### src/rtl/count_seq_pkg.sv
// Shared types and helpers for the count4 sequencing controller.
// Holds the FSM state encoding, the legal count4 states and its successor function.
package count_seq_pkg;

  localparam int WIDTH = 4;

  typedef enum logic [1:0] {
    ST_IDLE  = 2'd0,
    ST_CLEAR = 2'd1,
    ST_RUN   = 2'd2,
    ST_DONE  = 2'd3
  } state_t;

  // The eight states count4 cycles through, in sequence order from 0000.
  localparam logic [8*WIDTH-1:0] LEGAL_STATES = {
    4'b1110, 4'b0101, 4'b0010, 4'b1111,
    4'b0001, 4'b1010, 4'b1101, 4'b0000
  };

  function automatic logic [WIDTH-1:0] succ(input logic [WIDTH-1:0] q);
    return {~q[1], ~q[3], q[0], ~q[2]};
  endfunction

  function automatic logic is_legal(input logic [WIDTH-1:0] q);
    logic w_hit;
    w_hit = 1'b0;
    for (int i = 0; i < 8; i++) begin
      if (q == LEGAL_STATES[i*WIDTH +: WIDTH]) w_hit = 1'b1;
    end
    return w_hit;
  endfunction

endpackage

### src/rtl/count_seq_chk.sv
// Combinational count4 checker: flags an illegal state, or a state that differs
// from the expected one in the cycle right after a step or clear.
module count_seq_chk
  import count_seq_pkg::*;
(
  input  logic [WIDTH-1:0] i_cnt_q,
  input  logic [WIDTH-1:0] i_exp,
  input  logic             i_exp_vld,
  output logic             o_err_set
);

  logic w_illegal;
  logic w_mismatch;

  assign w_illegal  = !is_legal(i_cnt_q);
  assign w_mismatch = i_exp_vld && (i_cnt_q != i_exp);
  assign o_err_set  = w_illegal || w_mismatch;

endmodule

### src/rtl/count_seq_ctrl.sv
// Runs an enable-gated count4 for N accepted steps with optional pre-clear,
// pause and abort; every step is checked against the expected successor.
module count_seq_ctrl #(
  parameter int WIDTH = count_seq_pkg::WIDTH,
  parameter int CW    = 8
) (
  input  logic             Clk,
  input  logic             Rst,
  input  logic             req_valid,
  output logic             req_ready,
  input  logic [CW-1:0]    req_steps,
  input  logic             req_clear,
  input  logic             pause,
  input  logic             abort,
  input  logic [WIDTH-1:0] cnt_q,
  output logic             cnt_en,
  output logic             cnt_clr,
  output logic             busy,
  output logic             done,
  output logic             err,
  output logic [CW-1:0]    steps_left
);
  import count_seq_pkg::*;

  state_t           r_state;
  logic [CW-1:0]    r_steps_left;
  logic [WIDTH-1:0] r_exp;
  logic             r_exp_vld;
  logic             r_err;
  logic             w_err_set;

  count_seq_chk u_chk (
    .i_cnt_q   (cnt_q),
    .i_exp     (r_exp),
    .i_exp_vld (r_exp_vld),
    .o_err_set (w_err_set)
  );

  always_ff @(posedge Clk) begin
    if (Rst) begin
      r_state      <= ST_IDLE;
      r_steps_left <= '0;
      r_exp        <= '0;
      r_exp_vld    <= 1'b0;
      r_err        <= 1'b0;
    end else begin
      // Each expectation is checked exactly once, in the cycle after it is loaded.
      r_exp_vld <= 1'b0;
      if (w_err_set) r_err <= 1'b1;
      case (r_state)
        ST_IDLE: begin
          if (req_valid) begin
            r_steps_left <= req_steps;
            if (req_steps == '0)  r_state <= ST_DONE;
            else if (req_clear)   r_state <= ST_CLEAR;
            else                  r_state <= ST_RUN;
          end
        end
        ST_CLEAR: begin
          if (abort) begin
            r_state      <= ST_IDLE;
            r_steps_left <= '0;
          end else begin
            r_exp     <= '0;
            r_exp_vld <= 1'b1;
            r_state   <= ST_RUN;
          end
        end
        ST_RUN: begin
          if (abort) begin
            r_state      <= ST_IDLE;
            r_steps_left <= '0;
          end else if (!pause) begin
            if (r_steps_left != '0) r_steps_left <= r_steps_left - CW'(1);
            r_exp     <= succ(cnt_q);
            r_exp_vld <= 1'b1;
            if (r_steps_left == CW'(1)) r_state <= ST_DONE;
          end
        end
        ST_DONE:  r_state <= ST_IDLE;
        default:  r_state <= ST_IDLE;
      endcase
    end
  end

  assign req_ready  = (r_state == ST_IDLE);
  assign busy       = (r_state != ST_IDLE);
  assign cnt_clr    = (r_state == ST_CLEAR);
  assign done       = (r_state == ST_DONE);
  assign cnt_en     = (r_state == ST_RUN) && !pause && !abort;
  assign err        = r_err;
  assign steps_left = r_steps_left;

endmodule
### config.mk
export PLATFORM = sky130hd
export DESIGN_NAME = count_seq_ctrl
export DESIGN_NICKNAME = d
export VERILOG_FILES = /design/src/rtl/count_seq_pkg.sv /design/src/rtl/count_seq_chk.sv /design/src/rtl/count_seq_ctrl.sv
export SDC_FILE = /design/constraint.sdc
export NUM_CORES = 1
export LEC_CHECK = 0
export ABC_AREA = 1
export ABC_CLOCK_PERIOD_IN_PS = 1860
export BUFFER_PORTS_ARGS = -buffer_cell sky130_fd_sc_hd__buf_2
export CORE_ASPECT_RATIO = 1.2
export CORE_MARGIN = 2
export CORE_UTILIZATION = 40
export CTS_CLUSTER_SIZE = 30
export DETAILED_ROUTE_END_ITERATION = 8
export PLACE_DENSITY = 0.63
export SLEW_MARGIN = 20
export SYNTH_ARGS = -nofsm -noshare
export SYNTH_HDL_FRONTEND = slang
export SYNTH_HIERARCHICAL = 1
export SYNTH_SLANG_ARGS = --single-unit
### constraint.sdc
create_clock -name Clk -period 1.86 [get_ports Clk]
set_input_delay 0.279 -clock Clk [delete_from_list [all_inputs] [get_ports Clk]]
set_output_delay 0.279 -clock Clk [all_outputs]
set_load 0.05 [all_outputs]
==> results of run 1 <==
-- timing repair --
item / in CTS / in global routing
gates resized for setup: 0 / 3
setup buffers: 0 / 0
endpoints found under the setup margin: 0 / 1
hold buffers: 0 / 0
-- worst min-delay path by stage --
stage	slack, ns	startpoint	endpoint
after global routing	0.19	Rst	r_exp[1]
after global placement	0.46	err	err
after CTS	0.18	Rst	err
final	0.19	Rst	r_exp[1]
after floorplan	0.35	Rst	r_exp[1]
after detailed placement	0.45	err	err
-- critical path, stage by stage (launching register included) --
cell	delay (ns)
dfxtp_1	0.34
inv_1	0.11
ha_2	0.24
nand2_1	0.12
nor2_1	0.14
buf_4	0.22
-- through the flow --
step / hold WS [ns] / area [µm²]
after floorplan: 0.3481 / 1285
after global placement: 0.4556 / 1466
after detailed placement: 0.4507 / 1466
after CTS: 0.1799 / 1503
after global routing: 0.1858 / 1508
final: 0.1874 / 1508
-- power by group through the flow --
| stage | Sequential, mW | Combinational [mW] | Clock, mW |
|---|---|---|---|
| CTS | 0.626 | 2.06 | 0.247 |
| finish | 0.624 | 2.05 | 0.237 |
| detailed placement | 0.633 | 2.05 | 0 |
| floorplan | 0.911 | 1.42 | 0 |
| global placement | 0.632 | 2.06 | 0 |
| global route | 0.656 | 2.30 | 0.261 |
-- routing by layer --
metal | routed length [µm] | GRT usage (%) | vias to the layer above
li1 | - | - | 715
met4 | 26 | 6.402 | 0
met2 | 1247 | 29.02 | 34
met5 | 0 | 0 | -
met1 | 1299 | 20.69 | 540
met3 | 149 | 1.761 | 2
-- registers in the layout, indices dropped and copies added, names as in the netlist --
| name | flops |
|---|---|
| err | 1 |
| r_exp | 4 |
| r_exp_vld | 1 |
| r_state | 2 |
| steps_left | 8 |
-- cells by family (layout without fill, tap and decap cells) --
family | count (synthesis) | after routing | synth area share, %
adder cells (fa/ha/maj) | 6 | 6 | 5.842
buffers and inverters | 31 | 64 | 9.932
XOR/XNOR | 1 | 1 | 0.6817
flip-flops | 16 | 16 | 24.93
AND/OR/NAND/NOR | 142 | 142 | 50.44
AO/OA/AOI/OAI | 17 | 17 | 8.180
-- layout by cell type (no fill, tap or decap), drive strengths merged --
| cell | Yosys | routed |
|---|---|---|
| o21ai | 11 | 11 |
| nand2 | 71 | 71 |
| o22ai | 1 | 1 |
| buf | 2 | 31 |
| xnor2 | 1 | 1 |
| nand3 | 11 | 11 |
| ha | 6 | 6 |
| a21oi | 2 | 2 |
| dfxtp | 16 | 16 |
| clkbuf | 0 | 4 |
| o21bai | 2 | 2 |
| o211ai | 1 | 1 |
| nor2 | 60 | 60 |
| inv | 29 | 29 |
-- final cells by class --
class	count	share of cell area, %
multi-input cells	166	55.68
flip-flops and latches	16	21.24
repair buffers	31	10.46
inverters	29	7.220
well taps	36	2.988
clock buffers	4	2.407
==> results.md, run 1 <==
- Total Power: 2.914 mW
- Vias/cell: 4.578
- CP max FO: 5
- P_sw: 1.697 mW
- Share of layout cells above drive strength 1: 26.02%
- Post-synth top area cell: dfxtp_1
- Clock-pin slew on the worst setup and hold paths: 0.10 ns
- Post-Syn Nets: 237
- Post-Place Setup Slack: 0.3333 ns
- Total global routing track utilization: 16.53%
- Final Hold Viols: 0
- Count of max-cap constraint violations: 0
- Max Fclk: 574.6 MHz
- Register area: 320.3 µm²
- Iteration-0 DRC Markers: 33
- Fin util: 49.34%
- Mapped Cells: 213
- Critical Path RT: 1.58 ns
- TritonCTS buffer count: 3
- First-pass GRT wire length: 4885 µm
- Rows: 22
- Synth top area share: 24.93%
- CTS H-Tree Depth: 1
- CTS Buffer Depth: 2
- P per Cell Area: 1933 nW/µm²
- RSZ-0062 raised after global routing: no
- Clock share of power: 8.1%
- Worst Max-Slew Pin Slew: 0.4475 ns
- Area of the multi-input gates: 839.6 µm²
- Comb power frac: 70.4%
- Crit path DAT: 1.46 ns
- Max-slew violation count: 0
- Area grow syn2layout: 17.33%
- Sw Share: 58.23%
- Post-synthesis async set-or-reset flop share: 0%
- Top cells by area, synth: dfxtp_1 (25%), nand2_1 (18%), nor2_1 (16%)
- Die Ht: 66.09 µm
- Die width: 55.74 µm
- Core region area: 3055 µm²
- Post-DP HPWL: 2200 µm
- Wire length per cell: 9.652 µm
- # port buffers: 31
- Setup_tns: 0 ns
- CP Capture Type: output pin
- Status: finished clean
- #FFs+latches synth: 16
- Crit path launch type: register
- CTS tree: built
- Fin nets: 271
- Worst r2r src: r_state[0]
- Count leader, synth: nand2_1
- LEAKAGE: 0.8212 nW
- CTS Root Cell: clkbuf_4
- Filler cell count: 345
- Mean Syn Cell Area: 6.033 µm²
- Placed Instances: 278
- Sequential share of power: 21.4%
- Detailed Routing Iterations Pass 1: 4
- I/O pin count: 32
- Top FF cell, synth: dfxtp_1
- Finish-stage setup viols: 0
- Min Clock Period, post-route: 1.740 ns
- Final cell count without fillers: 282
- Netlist cell types: 23
- Routed WL: 2722 µm
- Worst skew pair latency: 0.29 ns
- DR vias: 1291
- Die area: 3684 µm²
- Post-synth EDFFs: 0
- Worst Skew: 0.002278 ns
- Crit Path Category: reg -> out
- Post-synth top cells: nand2_1 (60), nor2_1 (54), inv_1 (22)
- Synthesized area: 1285 µm²
- Vias in the first global route: 1206
- GR Overflow Total: 0
- Hold Crit Depth: 2
- YS warnings: 6
- Antenna-violating nets left: 0
- Fin worst setup slack: 0.1198 ns
- R2R Setup Slk: 0.36 ns
- Antenna cell count: 0
- CTS sink cnt: 16
- Pint: 1.217 mW
- R2r worst-path depth: 8
- Largest net degree at the start of global routing: 14
- VDD IR max: 0.8550 mV
- Routability cong.: 0.8230
- DRC violation count after routing: 0
- RR Endpoint: steps_left[3]
- Sequential fraction of the synthesis area: 24.93%
- Slew headroom: 70.13%
- Initial Util: 42.06%
- Hold crit path type: in -> reg
- Crit path launch: r_state[0]
- Crit path to: cnt_en
- Antenna violations before repair: 0
- Final Cycle Share: 93.56%
(Power assumes the default switching activity.)
==> run 2: changes to the inputs <==
--- a/config.mk
+++ b/config.mk
@@ -9,7 +9,7 @@
 export ABC_CLOCK_PERIOD_IN_PS = 1860
 export BUFFER_PORTS_ARGS = -buffer_cell sky130_fd_sc_hd__buf_2
 export CORE_ASPECT_RATIO = 1.2
-export CORE_MARGIN = 2
+export CORE_MARGIN = 3
 export CORE_UTILIZATION = 40
 export CTS_CLUSTER_SIZE = 30
 export DETAILED_ROUTE_END_ITERATION = 8
@@ -17,5 +17,4 @@
 export SLEW_MARGIN = 20
 export SYNTH_ARGS = -nofsm -noshare
 export SYNTH_HDL_FRONTEND = slang
-export SYNTH_HIERARCHICAL = 1
 export SYNTH_SLANG_ARGS = --single-unit
==> results.md, run 2 <==
- Clock-pin slew on the worst setup and hold paths: 0.11 ns (about the same)
- Antenna violations before repair: 0 (unchanged)
- CTS sink cnt: 16 (unchanged)
- Rows: 21 (-4.5%)
- Slowest CP cell: dfxtp_1
- DR vias: 1215 (-5.9%)
- Post-DP HPWL: 2262 µm (+2.8%)
- Finish-stage setup viols: 0 (unchanged)
- LEAKAGE: 0.7510 nW (-8.6%)
- Commonest non-fill, non-tap cell in the layout: nand2_1
- Mapped Cells: 195 (-8.5%)
- GR Overflow Total: 0 (unchanged)
- CTS tree: built
- Share of layout cells above drive strength 1: 25.88% (-0.14 points)
- CTS Root Cell: clkbuf_4
- Clock share of power: 9.8% (+1.7 points)
- Max-slew violation count: 0 (unchanged)
- Critical Path RT: 1.58 ns (about the same)
- CP max FO: 9 (+4)
- Synthesized area: 1234 µm² (-4.0%)
- Worst Skew: 0.003260 ns (+0.0009818 ns)
- Total global routing track utilization: 15.96% (-0.57 points)
- Max FFs per register: 8 (unchanged)
- Top FF cell, synth: dfxtp_1
- Die area: 3789 µm² (+2.9%)
- Crit-path cells: inv_1 > ha_4 > nand2_4 > nor2_1 > buf_6
- CTS Buffer Depth: 2 (unchanged)
- Largest net degree at the start of global routing: 11 (-3)
- Routability cong.: 0.8010 (-2.7%)
- Detailed Routing Iterations Pass 1: 4 (unchanged)
- Sw Share: 57.01% (-1.2 points)
- R2R Setup Slk: 0.31 ns (-0.05 ns)
- Total Power: 2.510 mW (-14%)
- Area grow syn2layout: 19.47%
- HP Start: Rst
- Placed Instances: 258 (-7.2%)
- Post-synth EDFFs: 0 (unchanged)
- Commonest cells after routing, fill and taps aside: nand2_1 (52), nor2_1 (40), buf_2 (29)
- Post-synthesis async set-or-reset flop share: 0% (unchanged)
- Comb power frac: 68.7% (-1.7 points)
- Worst skew pair latency: 0.30 ns (about the same)
- Worst Max-Slew Pin Slew: 0.2746 ns (-0.1729 ns)
- RSZ-0062 raised after global routing: no
- Max Fclk: 569.2 MHz (-0.95%)
- Mean Syn Cell Area: 6.327 µm² (+4.9%)
- P_sw: 1.431 mW (-16%)
- # port buffers: 31 (unchanged)
- Count leader, synth: nand2_1
- Top cells by area, synth: dfxtp_1 (26%), nand2_1 (16%), nor2_1 (12%)
- Synth top area share: 25.96% (+1.0 points)
- Initial Util: 43.08% (+1.0 points)
- Wire length per cell: 10.76 µm (+12%)
- Worst r2r src: r_state[1]
- Vias in the first global route: 1128 (-6.5%)
- Slowest stage delay, CP: 0.34 ns (about the same)
- Routed WL: 2820 µm (+3.6%)
- Fin nets: 253 (-6.6%)
- VDD IR max: 0.9508 mV (+11%)
- Count of max-cap constraint violations: 0 (unchanged)
- Netlist cell types: 27 (+17%)
- Setup_tns: 0 ns (unchanged)
- Vias/cell: 4.637 (+1.3%)
- Iteration-0 DRC Markers: 53 (+61%)
- Post-synth top cells: nand2_1 (52), nor2_1 (40), inv_1 (17)
- Post-synth top area cell: dfxtp_1
- CP Capture Type: output pin
- CTS H-Tree Depth: 1 (unchanged)
- Crit path launch: r_state[0]
- Crit path launch type: register
- P per Cell Area: 1703 nW/µm² (-12%)
- Min Clock Period, post-route: 1.757 ns (+0.01667 ns)
- Final Hold Viols: 0 (unchanged)
- Final cell count without fillers: 262 (-7.1%)
- Sequential share of power: 21.4% (about the same)
- Antenna-violating nets left: 0 (unchanged)
- # Post-CTS Setup Buffers: 0 (unchanged)
- Crit path DAT: 1.48 ns (+0.02 ns)
- Fin util: 51.46% (+2.1 points)
- Die width: 56.70 µm (+1.7%)
- Pint: 1.079 mW (-11%)
- CTS Hold Bufs: 0 (unchanged)
- Slew headroom: 81.58% (+11 points)
- Final Cycle Share: 94.46% (+0.90 points)
- Hold crit path type: in -> reg
- Crit Path Category: reg -> out
- DRC violation count after routing: 0 (unchanged)
- I/O pin count: 32 (unchanged)
- Status: finished clean
- TritonCTS buffer count: 3 (unchanged)
- #FFs+latches synth: 16 (unchanged)
- YS warnings: 0 (-6)
- Core region area: 2864 µm² (-6.3%)
- Post-Syn Nets: 219 (-7.6%)
- Sequential fraction of the synthesis area: 25.96% (+1.0 points)
- Die Ht: 66.84 µm (+1.1%)
- Antenna cell count: 0 (unchanged)
- First-pass GRT wire length: 4809 µm (-1.6%)
run 2: cell types whose count changed in the layout (fill, tap and decap cells not counted), moves of 4 or more:
cell,delta
nand2_1,-8
inv_1,-5
xor2_1,+4
a21oi_1,+8
nor2_1,-14
run 2: critical path, delay by kind of cell, from the launching register on:
kind	cells	cell delay, ns
buffers and inverters	2	0.34
and+or+nand+nor	2	0.27
DFF	1	0.34
adders and majority gates	1	0.23
run 2: repair_timing:
item | in CTS | in global routing
resized for setup | 2 | 3
setup endpoints to repair | 1 | 1
pin swaps | 0 | 0
run 2: power by group through the flow:
stage	logic [mW]	clock network, mW	registers (mW)
after floorplan	1.19	0	0.747
after global routing	1.92	0.260	0.555
after detailed placement	1.70	0	0.542
after CTS	1.72	0.249	0.534
after global placement	1.71	0	0.540
final	1.73	0.247	0.538
run 2: worst paths after layout:
check / end / depth (start not counted)
worst min register to register: err / 2
worst max-delay path: cnt_en / 5
worst min-delay path: steps_left[0] / 2
worst max register to register: steps_left[2] / 8
run 2: layout make-up:
| class | instances | area, µm² |
|---|---|---|
| fill | 306 | 1390 |
| multi-input combinational | 155 | 828.3 |
| sequential | 16 | 320.3 |
| timing repair buffer | 31 | 163.9 |
| inverter | 22 | 82.58 |
| tap | 34 | 42.54 |
| clock buffer | 4 | 36.28 |
run 2: cells by family after synthesis:
family / share of synthesized area, %
flops: 25.96
fa+ha+maj: 6.085
buf+inv: 7.910
compound gates: 9.432
simple gates: 47.06
xor+xnor: 3.550
run 2: per-layer routing:
metal	vias up	routed length (µm)	share of wire, %	global-route usage (%)
met1	512	1364	48	20.21
met3	4	114	4.0	1.938
li1	671	-	-	-
met5	-	0	0	0
met2	28	1313	47	27.75
met4	0	28	0.99	5.341
run 2: through the flow:
stage               setup slack (ns)  hold slack (ns)  cell area (µm²)
floorplan                    0.08806           0.4244             1234
global placement              0.2654           0.4473             1416
detailed placement            0.2093           0.4404             1416
CTS                          0.04157           0.2262             1458
global route                0.006659           0.2358             1474
finish                        0.1031           0.2245             1474
